[src/rtl/flippy_game_controller.sv]
// flippy_game_controller: sequencer for the falling-byte game.
// Drives per-column resets with staggered release, a level-dependent
// fall-rate strobe, a saturating score and a lives counter.
module flippy_game_controller #(
  parameter int NUM_COLUMNS    = 3,
  parameter int SCORE_WIDTH    = 8,
  parameter int LIVES          = 3,
  parameter int BASE_PERIOD    = 25000000,
  parameter int PERIOD_STEP    = 2500000,
  parameter int MIN_PERIOD     = 5000000,
  parameter int LEVEL_UP_SCORE = 8,
  parameter int SPAWN_GAP      = 2
) (
  input  logic                   clock,
  input  logic                   reset,
  input  logic                   start,
  input  logic [NUM_COLUMNS-1:0] correct,
  input  logic [NUM_COLUMNS-1:0] game_over,
  output logic [NUM_COLUMNS-1:0] column_reset,
  output logic                   fall_tick,
  output logic [SCORE_WIDTH-1:0] score,
  output logic [3:0]             lives,
  output logic [3:0]             level,
  output logic                   playing,
  output logic                   ended
);

  localparam logic [1:0] ST_IDLE  = 2'd0;
  localparam logic [1:0] ST_SPAWN = 2'd1;
  localparam logic [1:0] ST_PLAY  = 2'd2;
  localparam logic [1:0] ST_OVER  = 2'd3;

  localparam int                     LVL_SHIFT  = $clog2(LEVEL_UP_SCORE);
  localparam logic [SCORE_WIDTH-1:0] SCORE_MAX  = '1;
  localparam logic [3:0]             LIVES_INIT = 4'(LIVES);
  localparam logic [NUM_COLUMNS-1:0] ALL_COLS   = '1;
  localparam logic [NUM_COLUMNS-1:0] COL0_ONLY  = NUM_COLUMNS'(1);
  localparam logic [39:0]            BASE_W     = 40'(BASE_PERIOD);
  localparam logic [39:0]            STEP_W     = 40'(PERIOD_STEP);
  localparam logic [39:0]            MIN_W      = 40'(MIN_PERIOD);

  // Number of set bits in a column vector (NUM_COLUMNS <= 8 fits in 4 bits).
  function automatic logic [3:0] popcount(input logic [NUM_COLUMNS-1:0] v);
    logic [3:0] n;
    n = 4'd0;
    for (int i = 0; i < NUM_COLUMNS; i++) begin
      n = n + {3'd0, v[i]};
    end
    return n;
  endfunction

  logic [1:0]             state_q, state_d;
  logic [NUM_COLUMNS-1:0] released_q, released_d;
  logic [SCORE_WIDTH-1:0] score_q, score_d;
  logic [3:0]             lives_q, lives_d;
  logic [3:0]             level_q, level_d;
  logic [31:0]            tick_cnt_q, tick_cnt_d;
  logic [31:0]            spawn_cnt_q, spawn_cnt_d;
  logic [NUM_COLUMNS-1:0] column_reset_q, column_reset_d;
  logic                   fall_tick_q, fall_tick_d;
  logic                   playing_q, playing_d;
  logic                   ended_q, ended_d;

  logic [39:0]            step_total_s;
  logic [31:0]            period_s;
  logic                   tick_due_s;
  logic [NUM_COLUMNS-1:0] hit_s, miss_s;
  logic [SCORE_WIDTH+3:0] score_sum_s;
  logic [3:0]             miss_n_s;
  logic [SCORE_WIDTH-1:0] level_raw_s;

  // Fall period for the current level, computed wide so large steps clamp instead of wrapping.
  always_comb begin
    step_total_s = 40'(level_q) * STEP_W;
    if (BASE_W >= step_total_s + MIN_W) begin
      period_s = 32'(BASE_W - step_total_s);
    end else begin
      period_s = 32'(MIN_W);
    end
    tick_due_s = (tick_cnt_q >= period_s - 32'd1);
  end

  // Next-state logic: FSM, tick counter, column release, score, lives and level.
  always_comb begin
    state_d        = state_q;
    released_d     = released_q;
    score_d        = score_q;
    lives_d        = lives_q;
    tick_cnt_d     = tick_cnt_q;
    spawn_cnt_d    = spawn_cnt_q;
    column_reset_d = ALL_COLS;
    fall_tick_d    = 1'b0;
    hit_s          = correct & released_q;
    miss_s         = game_over & released_q & ~correct;
    score_sum_s    = {4'd0, score_q} + {{SCORE_WIDTH{1'b0}}, popcount(hit_s)};
    miss_n_s       = popcount(miss_s);
    level_raw_s    = score_q >> LVL_SHIFT;
    if (32'(level_raw_s) > 32'd15) begin
      level_d = 4'd15;
    end else begin
      level_d = 4'(level_raw_s);
    end

    case (state_q)
      ST_IDLE, ST_OVER: begin
        tick_cnt_d  = 32'd0;
        spawn_cnt_d = 32'd0;
        released_d  = '0;
        if (start) begin
          state_d        = ST_SPAWN;
          score_d        = '0;
          lives_d        = LIVES_INIT;
          level_d        = 4'd0;
          released_d     = COL0_ONLY;
          column_reset_d = ~COL0_ONLY;
        end else begin
          column_reset_d = ALL_COLS;
        end
      end
      ST_SPAWN, ST_PLAY: begin
        if (tick_due_s) begin
          tick_cnt_d  = 32'd0;
          fall_tick_d = 1'b1;
          if (state_q == ST_SPAWN) begin
            spawn_cnt_d = spawn_cnt_q + 32'd1;
          end else begin
            spawn_cnt_d = spawn_cnt_q;
          end
        end else begin
          tick_cnt_d = tick_cnt_q + 32'd1;
        end
        // Column k is released once k*SPAWN_GAP ticks have elapsed since entry.
        for (int k = 0; k < NUM_COLUMNS; k++) begin
          if (32'(k * SPAWN_GAP) <= spawn_cnt_d) begin
            released_d[k] = 1'b1;
          end else begin
            released_d[k] = released_q[k];
          end
        end
        if (score_sum_s > {4'd0, SCORE_MAX}) begin
          score_d = SCORE_MAX;
        end else begin
          score_d = score_sum_s[SCORE_WIDTH-1:0];
        end
        if (miss_n_s >= lives_q) begin
          lives_d = 4'd0;
        end else begin
          lives_d = lives_q - miss_n_s;
        end
        if (released_d == ALL_COLS) begin
          state_d = ST_PLAY;
        end else begin
          state_d = ST_SPAWN;
        end
        column_reset_d = ~released_d | hit_s | miss_s;
        if (lives_d == 4'd0) begin
          state_d        = ST_OVER;
          column_reset_d = ALL_COLS;
          fall_tick_d    = 1'b0;
          tick_cnt_d     = 32'd0;
        end else begin
          state_d = state_d;
        end
      end
      default: begin
        state_d = ST_IDLE;
      end
    endcase

    playing_d = (state_d == ST_SPAWN) || (state_d == ST_PLAY);
    ended_d   = (state_d == ST_OVER);
  end

  // State and registered outputs, synchronous active-high reset.
  always_ff @(posedge clock) begin
    if (reset) begin
      state_q        <= ST_IDLE;
      released_q     <= '0;
      score_q        <= '0;
      lives_q        <= LIVES_INIT;
      level_q        <= 4'd0;
      tick_cnt_q     <= 32'd0;
      spawn_cnt_q    <= 32'd0;
      column_reset_q <= ALL_COLS;
      fall_tick_q    <= 1'b0;
      playing_q      <= 1'b0;
      ended_q        <= 1'b0;
    end else begin
      state_q        <= state_d;
      released_q     <= released_d;
      score_q        <= score_d;
      lives_q        <= lives_d;
      level_q        <= level_d;
      tick_cnt_q     <= tick_cnt_d;
      spawn_cnt_q    <= spawn_cnt_d;
      column_reset_q <= column_reset_d;
      fall_tick_q    <= fall_tick_d;
      playing_q      <= playing_d;
      ended_q        <= ended_d;
    end
  end

  assign column_reset = column_reset_q;
  assign fall_tick    = fall_tick_q;
  assign score        = score_q;
  assign lives        = lives_q;
  assign level        = level_q;
  assign playing      = playing_q;
  assign ended        = ended_q;

endmodule

[config.mk]
export PLATFORM = sky130hd
export DESIGN_NAME = flippy_game_controller
export DESIGN_NICKNAME = d
export VERILOG_FILES = /design/src/rtl/flippy_game_controller.sv
export SDC_FILE = /design/constraint.sdc
export NUM_CORES = 1
export LEC_CHECK = 0
export CAP_MARGIN = 25
export CORE_MARGIN = 4
export CORE_UTILIZATION = 50
export CTS_CLUSTER_DIAMETER = 200
export CTS_CLUSTER_SIZE = 10
export DETAILED_ROUTE_END_ITERATION = 16
export PLACE_DENSITY = 0.68
export SLEW_MARGIN = 20
export SYNTH_ARGS = -nofsm -noshare
export SYNTH_HDL_FRONTEND = slang
export SYNTH_SLANG_ARGS = --single-unit
export TNS_END_PERCENT = 1
[constraint.sdc]
create_clock -name clock -period 9.4 [get_ports clock]
set_input_delay 2.35 -clock clock [delete_from_list [all_inputs] [get_ports clock]]
set_output_delay 2.35 -clock clock [all_outputs]
set_load 0.05 [all_outputs]
==> results of run 1 <==
## per-layer routing
metal / vias to the layer above / routed length (um)
met4: 0 / 289
met1: 3211 / 9160
met3: 27 / 610
li1: 3575 / -
met5: - / 0
met2: 144 / 8330
## how the worst max path moves through the flow
| stage | from | to | slack, ns | cells past startpoint |
|---|---|---|---|---|
| 2_1_floorplan | level[2] | playing | 0.68 | 36 |
| 3_3_place_gp | level[3] | playing | 0.52 | 32 |
| 3_5_place_dp | level[3] | playing | 0.27 | 32 |
| 4_1_cts | level[3] | playing | 0.23 | 32 |
| 5_1_grt | level[3] | playing | -0.06 | 32 |
| 6_report | level[2] | playing | 0.46 | 33 |
## cells in the mapped netlist (4+ instances only)
master	number	area, um^2
nor4_1	8	50.1
o211a_1	6	60.1
nand2b_1	12	75.1
a211oi_1	6	45.0
nor2_1	109	409
a21o_1	6	45.0
or4_1	4	30.0
a22o_1	5	43.8
clkbuf_1	25	93.8
nor3_1	20	100
nor2b_1	14	87.6
a21oi_1	45	225
xor2_1	53	464
dfxtp_1	91	1820
or3_1	12	75.1
buf_2	9	45.0
nand2_1	97	364
nor3b_1	8	60.1
o21a_1	10	75.1
and2_1	17	106
nand3b_1	6	45.0
fa_1	6	120
and3_1	22	138
nand4_1	23	144
xnor2_1	44	385
o22ai_1	7	43.8
and4_1	10	87.6
nand3_1	32	160
a211o_1	4	35.0
ha_1	64	801
o211ai_1	14	105
a31oi_1	10	62.6
mux2i_1	4	40.0
o2111ai_1	7	61.3
o21ai_0	47	235
inv_1	26	97.6
or2_2	6	37.5
## cells by family (layout without fill, tap and decap cells)
| logic type | count (synthesis) | after routing | share of synthesized area, % |
|---|---|---|---|
| AO/OA/AOI/OAI | 222 | 222 | 20.5 |
| XOR/XNOR | 97 | 97 | 11.0 |
| adder cells (fa/ha/maj) | 71 | 71 | 12.1 |
| buffers and inverters | 66 | 87 | 3.69 |
| flip-flops | 91 | 91 | 23.6 |
| multiplexers | 6 | 6 | 0.810 |
| AND/OR/NAND/NOR | 420 | 420 | 28.3 |
## through the flow
step	cell area [um^2]	std cells	setup TNS, ns
floorplan	7720	973	0
global placement	8160	1162	0
detailed placement	8160	1162	0
CTS	8480	1178	0
global route	8590	1182	-0.0578
finish	8590	1182	0
## sequential cells by signal, indices dropped and copies added (netlist names)
signal and flops:
spawn_cnt_q 32, tick_cnt_q 32, score 8, level 4, lives 4, column_reset 3
released_q 3, state_q 2, ended 1, fall_tick 1, playing 1
## critical path, delay by kind of cell (launching register included)
kind,cells,cell delay [ns]
simple gates,12,3.01
flops,1,0.34
fa+ha+maj,6,1.97
compound gates,11,2.97
buf+inv,3,0.30
xor+xnor,1,0.19
## report_power, final
| part | total [uW] | switching (uW) | internal (uW) |
|---|---|---|---|
| Combinational | 74.2 | 50.8 | 23.4 |
| Clock | 398 | 163 | 235 |
| Sequential | 395 | 3.42 | 392 |
## what timing repair did
action / 4_1_cts / 5_1_grt
endpoints found under the setup margin: 0 / 8
buffers inserted: 0 / 4
gates resized for setup: 0 / 13
## cell type report
cell class,count,area share [%]
clock buffers,9,2.62
repair buffers,45,4.81
inverters,26,1.14
multi-input cells,816,66.3
clock inverters,7,1.15
flip-flops and latches,91,21.2
well taps,188,2.74
==> results.ini, run 1 <==
[run_status]
status = complete, no violations

[drt]
wl_per_cell_um = 15.6
drtIter0Drc = 533
drc = 0
routed_wl_um = 18400
routed-via-count = 6957
routed_via_density = 5.89
antenna_left = 0
drtPass1Iterations = 5

[pwr]
max-vdd-ir-drop_mv = 0.158
finalPower_uw = 868
power_density_nw_per_um2 = 101
leakagePower_uw = 0.00329

[clock_network]
clockRootBuffer = clkbuf_16
cts.sink_count = 91
clkSlewWorstSetupHoldPaths_ns = 0.07
cts_tree = done
cts_inserted_buffers = 9
cts_max_level = 3
hold_buffers = 0
clkLatencyLatePin_ns = 0.35
cts_buffer_depth = 2

[logic_synthesis]
ys_seq_area_share_pct = 23.6
synthesis.nets = 1052
synth.avg_cell_area_um2 = 7.94
ys_types = 89
synthFlopType = dfxtp_1
synthArstFlopShare_pct = 0
synth_edf_count = 0
syn-cell-area_um2 = 7720
ys_warn_count = 0
synth_cells = 973
synth-seq-cells = 91

[setup_path]
r2r_end = playing
worst-setup-path-type = reg2reg
crit_path_top_delay_cell = or4_4
r2r_cells = 33
path_common_cell = ha_1
reg2reg_slack_ns = 0.46
worst_ep_arrival_time_ns = 9.17
max_stage_delay_ns = 0.63
required_ns = 9.63
cp_max_fo = 8
timing.rr.start = level[2]
end_kind = flop
critPathLaunchType = flop

[sta]
finalCriticalPeriod_ns = 8.94
hold_ws_ns = 0.450
finalSetupViolations = 0
hold_viol = 0
slew_viol_final = 0
tightest_slew_ns = 0.788
fin_skew_ns = 0.00693
fin_ws_ns = 0.462
timing.final.crit_share_pct = 95.1
max_freq_mhz = 112
max-slew-margin-rel_pct = 47.2

[finish]
synthToLayoutAreaGrowth_pct = 11.2
final_cell_mix = 108 x nor2_1, 96 x nand2_1, 90 x dfxtp_1
final_common_cell = nor2_1
regArea_um2 = 1820
nNetsFinal = 1068
diodes = 0
fill_cells = 1417
multi_input_area_um2 = 5700
final_util_pct = 56.7
drive_gt1_share_pct = 7.95

[grt]
grt.met1_usage_pct = 29.8
antenna_found_initial = 0
grt-ovfl-total = 0
gr-usage-met2_pct = 33.3
grtUsageMet3_pct = 3.36
grt_usage_pct = 21.2
top_usage_layer = met2
grt_pass1_wl_um = 31500
grt_pass1_vias = 6568
grt_max_degree = 40

[place]
io_buffers = 30
gp_congestion = 0.918
place_ws_ns = 0.271
dp_hpwl_um = 13700

[worst_hold_path]
holdPathEnd = tick_cnt_q[0]
hp-start = tick_cnt_q[0]
holdPathStages = 1
hp-class = reg2reg

[floorplan]
pin_count = 31
dieWidth_um = 132
dieArea_um2 = 17500
row_count = 45
core-area_um2 = 15100
die_h_um = 132
initial_core_util_pct = 51.0

[run]
maxCapViolCount = 0

No activity file was read; power rests on OpenSTA's default activity.
==> run 2: changes to the inputs <==
Settings changed: ABC_AREA from default to 1, PLACE_DENSITY 0.68 to 0.67.
==> run 2 against run 1 <==
Compared with the run above: count of clock-buffer cells in the layout increased by 2; non-clock buffer count decreased by 13; sequential share of layout area decreased by 1.4 points; highest routed layer unchanged.
==> results.ini, run 2 <==
[floorplan]
die_h_um = 138  ; +4.2%
dieWidth_um = 138  ; +4.2%
pin_count = 31  ; unchanged
initial_core_util_pct = 51.0  ; about the same
core-area_um2 = 16500  ; +9.1%
row_count = 47  ; +4.4%
dieArea_um2 = 19000  ; +8.5%

[sta]
hold_viol = 0  ; unchanged
finalCriticalPeriod_ns = 8.05  ; -0.886 ns
max-slew-margin-rel_pct = 38.5  ; -8.7 points
rsz0062_at_grt = false
tightest_slew_ns = 0.919  ; +0.130 ns
setup-tns-final_ns = 0  ; unchanged
max_freq_mhz = 124  ; +11%
slew_viol_final = 0  ; unchanged
finalSetupViolations = 0  ; unchanged
fin_skew_ns = 0.0116  ; +0.00466 ns
timing.final.crit_share_pct = 85.7  ; -9.4 points

[finish]
fill_cells = 1683  ; +19%
nNetsFinal = 1446  ; +35%
regArea_um2 = 1820  ; about the same
synthToLayoutAreaGrowth_pct = 9.16
diodes = 0  ; unchanged
fin_cells = 1592  ; +35%
stdcell_area_um2 = 9200  ; +7.1%
final_cell_mix = 349 x nand2_1, 198 x inv_1, 159 x nor2_1
final_util_pct = 55.7  ; -1.0 points
final_common_cell = nand2_1
drive_gt1_share_pct = 7.22  ; -0.73 points
multi_input_area_um2 = 5680  ; -0.29%

[clock_network]
cts_tree = done
ctsResizeCount = 0  ; unchanged
cts_inserted_buffers = 9  ; unchanged
cts_buffer_depth = 2  ; unchanged
clkSlewWorstSetupHoldPaths_ns = 0.06  ; about the same
cts_max_level = 3  ; unchanged
clockRootBuffer = clkbuf_16
hold_buffers = 0  ; unchanged
cts.sink_count = 91  ; unchanged
clkLatencyLatePin_ns = 0.35  ; about the same
postCtsSetupBuffers = 0  ; unchanged

[logic_synthesis]
synth_top_area_cell = dfxtp_1
yosys.area_share.simple_pct = 40.0  ; +12 points
synth.most_common_cell = nand2_1
ys_top_cells_by_count = 350 x nand2_1, 198 x inv_1, 159 x nor2_1, 91 x dfxtp_1
synth.area.top_cells = dfxtp_1 22%, nand2_1 16%, ha_1 9.5%, inv_1 8.8%, nor2_1 7.1%
synth_fa_ha_area_share_pct = 10.9  ; -1.1 points
synth.avg_cell_area_um2 = 6.25  ; -21%
synth_cells = 1349  ; +39%
syn-cell-area_um2 = 8430  ; +9.1%
synth_edf_count = 0  ; unchanged
ys_seq_area_share_pct = 21.6  ; -2.0 points
synth_compound_area_share_pct = 9.86  ; -11 points
synthesis.nets = 1428  ; +36%
synth_top_family_by_area = simple AND/OR/NAND/NOR gates
ys_types = 57  ; -36%
synthArstFlopShare_pct = 0  ; unchanged
synth_xor_area_share_pct = 6.62  ; -4.4 points
synth_top_area_share_pct = 21.6  ; -2.0 points
synthFlopType = dfxtp_1
ys_warn_count = 0  ; unchanged
synth-seq-cells = 91  ; unchanged
synthMuxAreaShare_pct = 0  ; -0.81 points

[grt]
antenna_found_initial = 0  ; unchanged
grt-ovfl-total = 0  ; unchanged
grt_pass1_wl_um = 34000  ; +7.9%
grt_usage_pct = 21.7  ; +0.55 points
grt_max_degree = 52  ; +30%
grt_pass1_vias = 7475  ; +14%

[setup_path]
crit_path_top_delay_cell = dfxtp_1
r2r_cells = 51  ; +55%
reg2reg_slack_ns = 1.35  ; +0.89 ns
crit_buf_inv = 8  ; +5
critPathLaunchType = flop
cp_max_fo = 40  ; +32
end_kind = flop
r2r_end = playing
worst_ep_arrival_time_ns = 8.28  ; -0.89 ns
worst-setup-path-type = reg2reg
path_common_cell = nand2_1
crit_family = simple AND/OR/NAND/NOR gates
required_ns = 9.63  ; about the same
max_stage_delay_ns = 0.64  ; about the same
timing.rr.start = level[2]

[place]
dp_hpwl_um = 15600  ; +14%
dpl_cell_area_um2 = 8890  ; +9.0%
place_inst = 1576  ; +36%
io_buffers = 30  ; unchanged
gp_congestion = 0.916  ; -0.15%

[drt]
wl_per_cell_um = 12.3  ; -21%
antenna_left = 0  ; unchanged
drc = 0  ; unchanged
routed_via_density = 5.04  ; -14%
routed-via-count = 8023  ; +15%
drtPass1Iterations = 5  ; unchanged
drtIter0Drc = 442  ; -17%
routed_wl_um = 19600  ; +6.7%

[run_status]
status = complete, no violations

[pwr]
leakagePower_uw = 0.00407  ; +24%
switching_share_pct = 25.8  ; +0.67 points
max-vdd-ir-drop_mv = 0.116  ; -26%
switchingPower_uw = 217  ; -0.20%
finalPower_uw = 843  ; -2.8%
p_seq_share_pct = 46.8  ; +1.3 points
p_int_uw = 626  ; -3.6%
pwr-share-comb_pct = 9.3  ; +0.7 points
p_clk_share_pct = 43.8  ; -2.1 points
power_density_nw_per_um2 = 91.7  ; -9.2%

[worst_hold_path]
holdPathEnd = tick_cnt_q[0]
holdPathStages = 1  ; unchanged
hp-start = tick_cnt_q[0]
hp-class = reg2reg

[run]
maxCapViolCount = 0  ; unchanged

run 2: cell types whose count changed after synthesis, moves of 19 or more:
cell,before,now
nand2_1,97,350
nand3_1,32,74
nor3_1,20,40
xnor2_1,44,9
inv_1,26,198
o21ai_0,47,74
and3_1,22,1
nor2_1,109,159
nand2_2,1,20
run 2: how the worst max path moves through the flow:
stage | from | endpoint | slack (ns) | depth (start not counted)
2_1_floorplan | level[2] | playing | 2.61 | 51
3_3_place_gp | level[2] | playing | 1.43 | 49
3_5_place_dp | level[2] | playing | 1.32 | 50
4_1_cts | level[2] | playing | 1.29 | 50
5_1_grt | level[2] | playing | 0.28 | 52
6_report | level[2] | playing | 1.35 | 51
run 2: power groups by stage:
stage	combinational [uW]	clock, uW	sequential, uW
3_5_place_dp	78.3	0	403
3_3_place_gp	78.5	0	404
6_report	78.7	370	395
5_1_grt	88.8	398	395
2_1_floorplan	45.2	0	414
4_1_cts	79.0	379	395
run 2: metal layers:
| layer | GRT usage [%] | share of wire (%) |
|---|---|---|
| met2 | 38.5 | 49 |
| met5 | 0 | 0 |
| met1 | 27.5 | 47 |
| met3 | 2.99 | 2.6 |
| met4 | 5.76 | 1.5 |
run 2: area by class of cell:
type                    count  area share [%]
flip-flops and latches     91            19.8
inverters                 213            8.72
clock buffers              11            2.64
multi-input cells        1020            61.7
repair buffers             32            3.43
clock inverters             5           0.667
well taps                 220            2.99
run 2: stage by stage:
step / hold WS (ns) / worst slack, ns
after global routing: 0.516 / 0.277
after global placement: 0.447 / 1.43
after floorplan: 0.430 / 2.61
after detailed placement: 0.457 / 1.32
final: 0.469 / 1.35
after CTS: 0.472 / 1.29
run 2: cells by family after synthesis:
logic type / count (synthesis)
AOI/OAI and AO/OA: 150
xor gates and xnor gates: 59
adders and majority gates: 70
buffers and inverters: 238
DFF: 91
and+or+nand+nor: 741
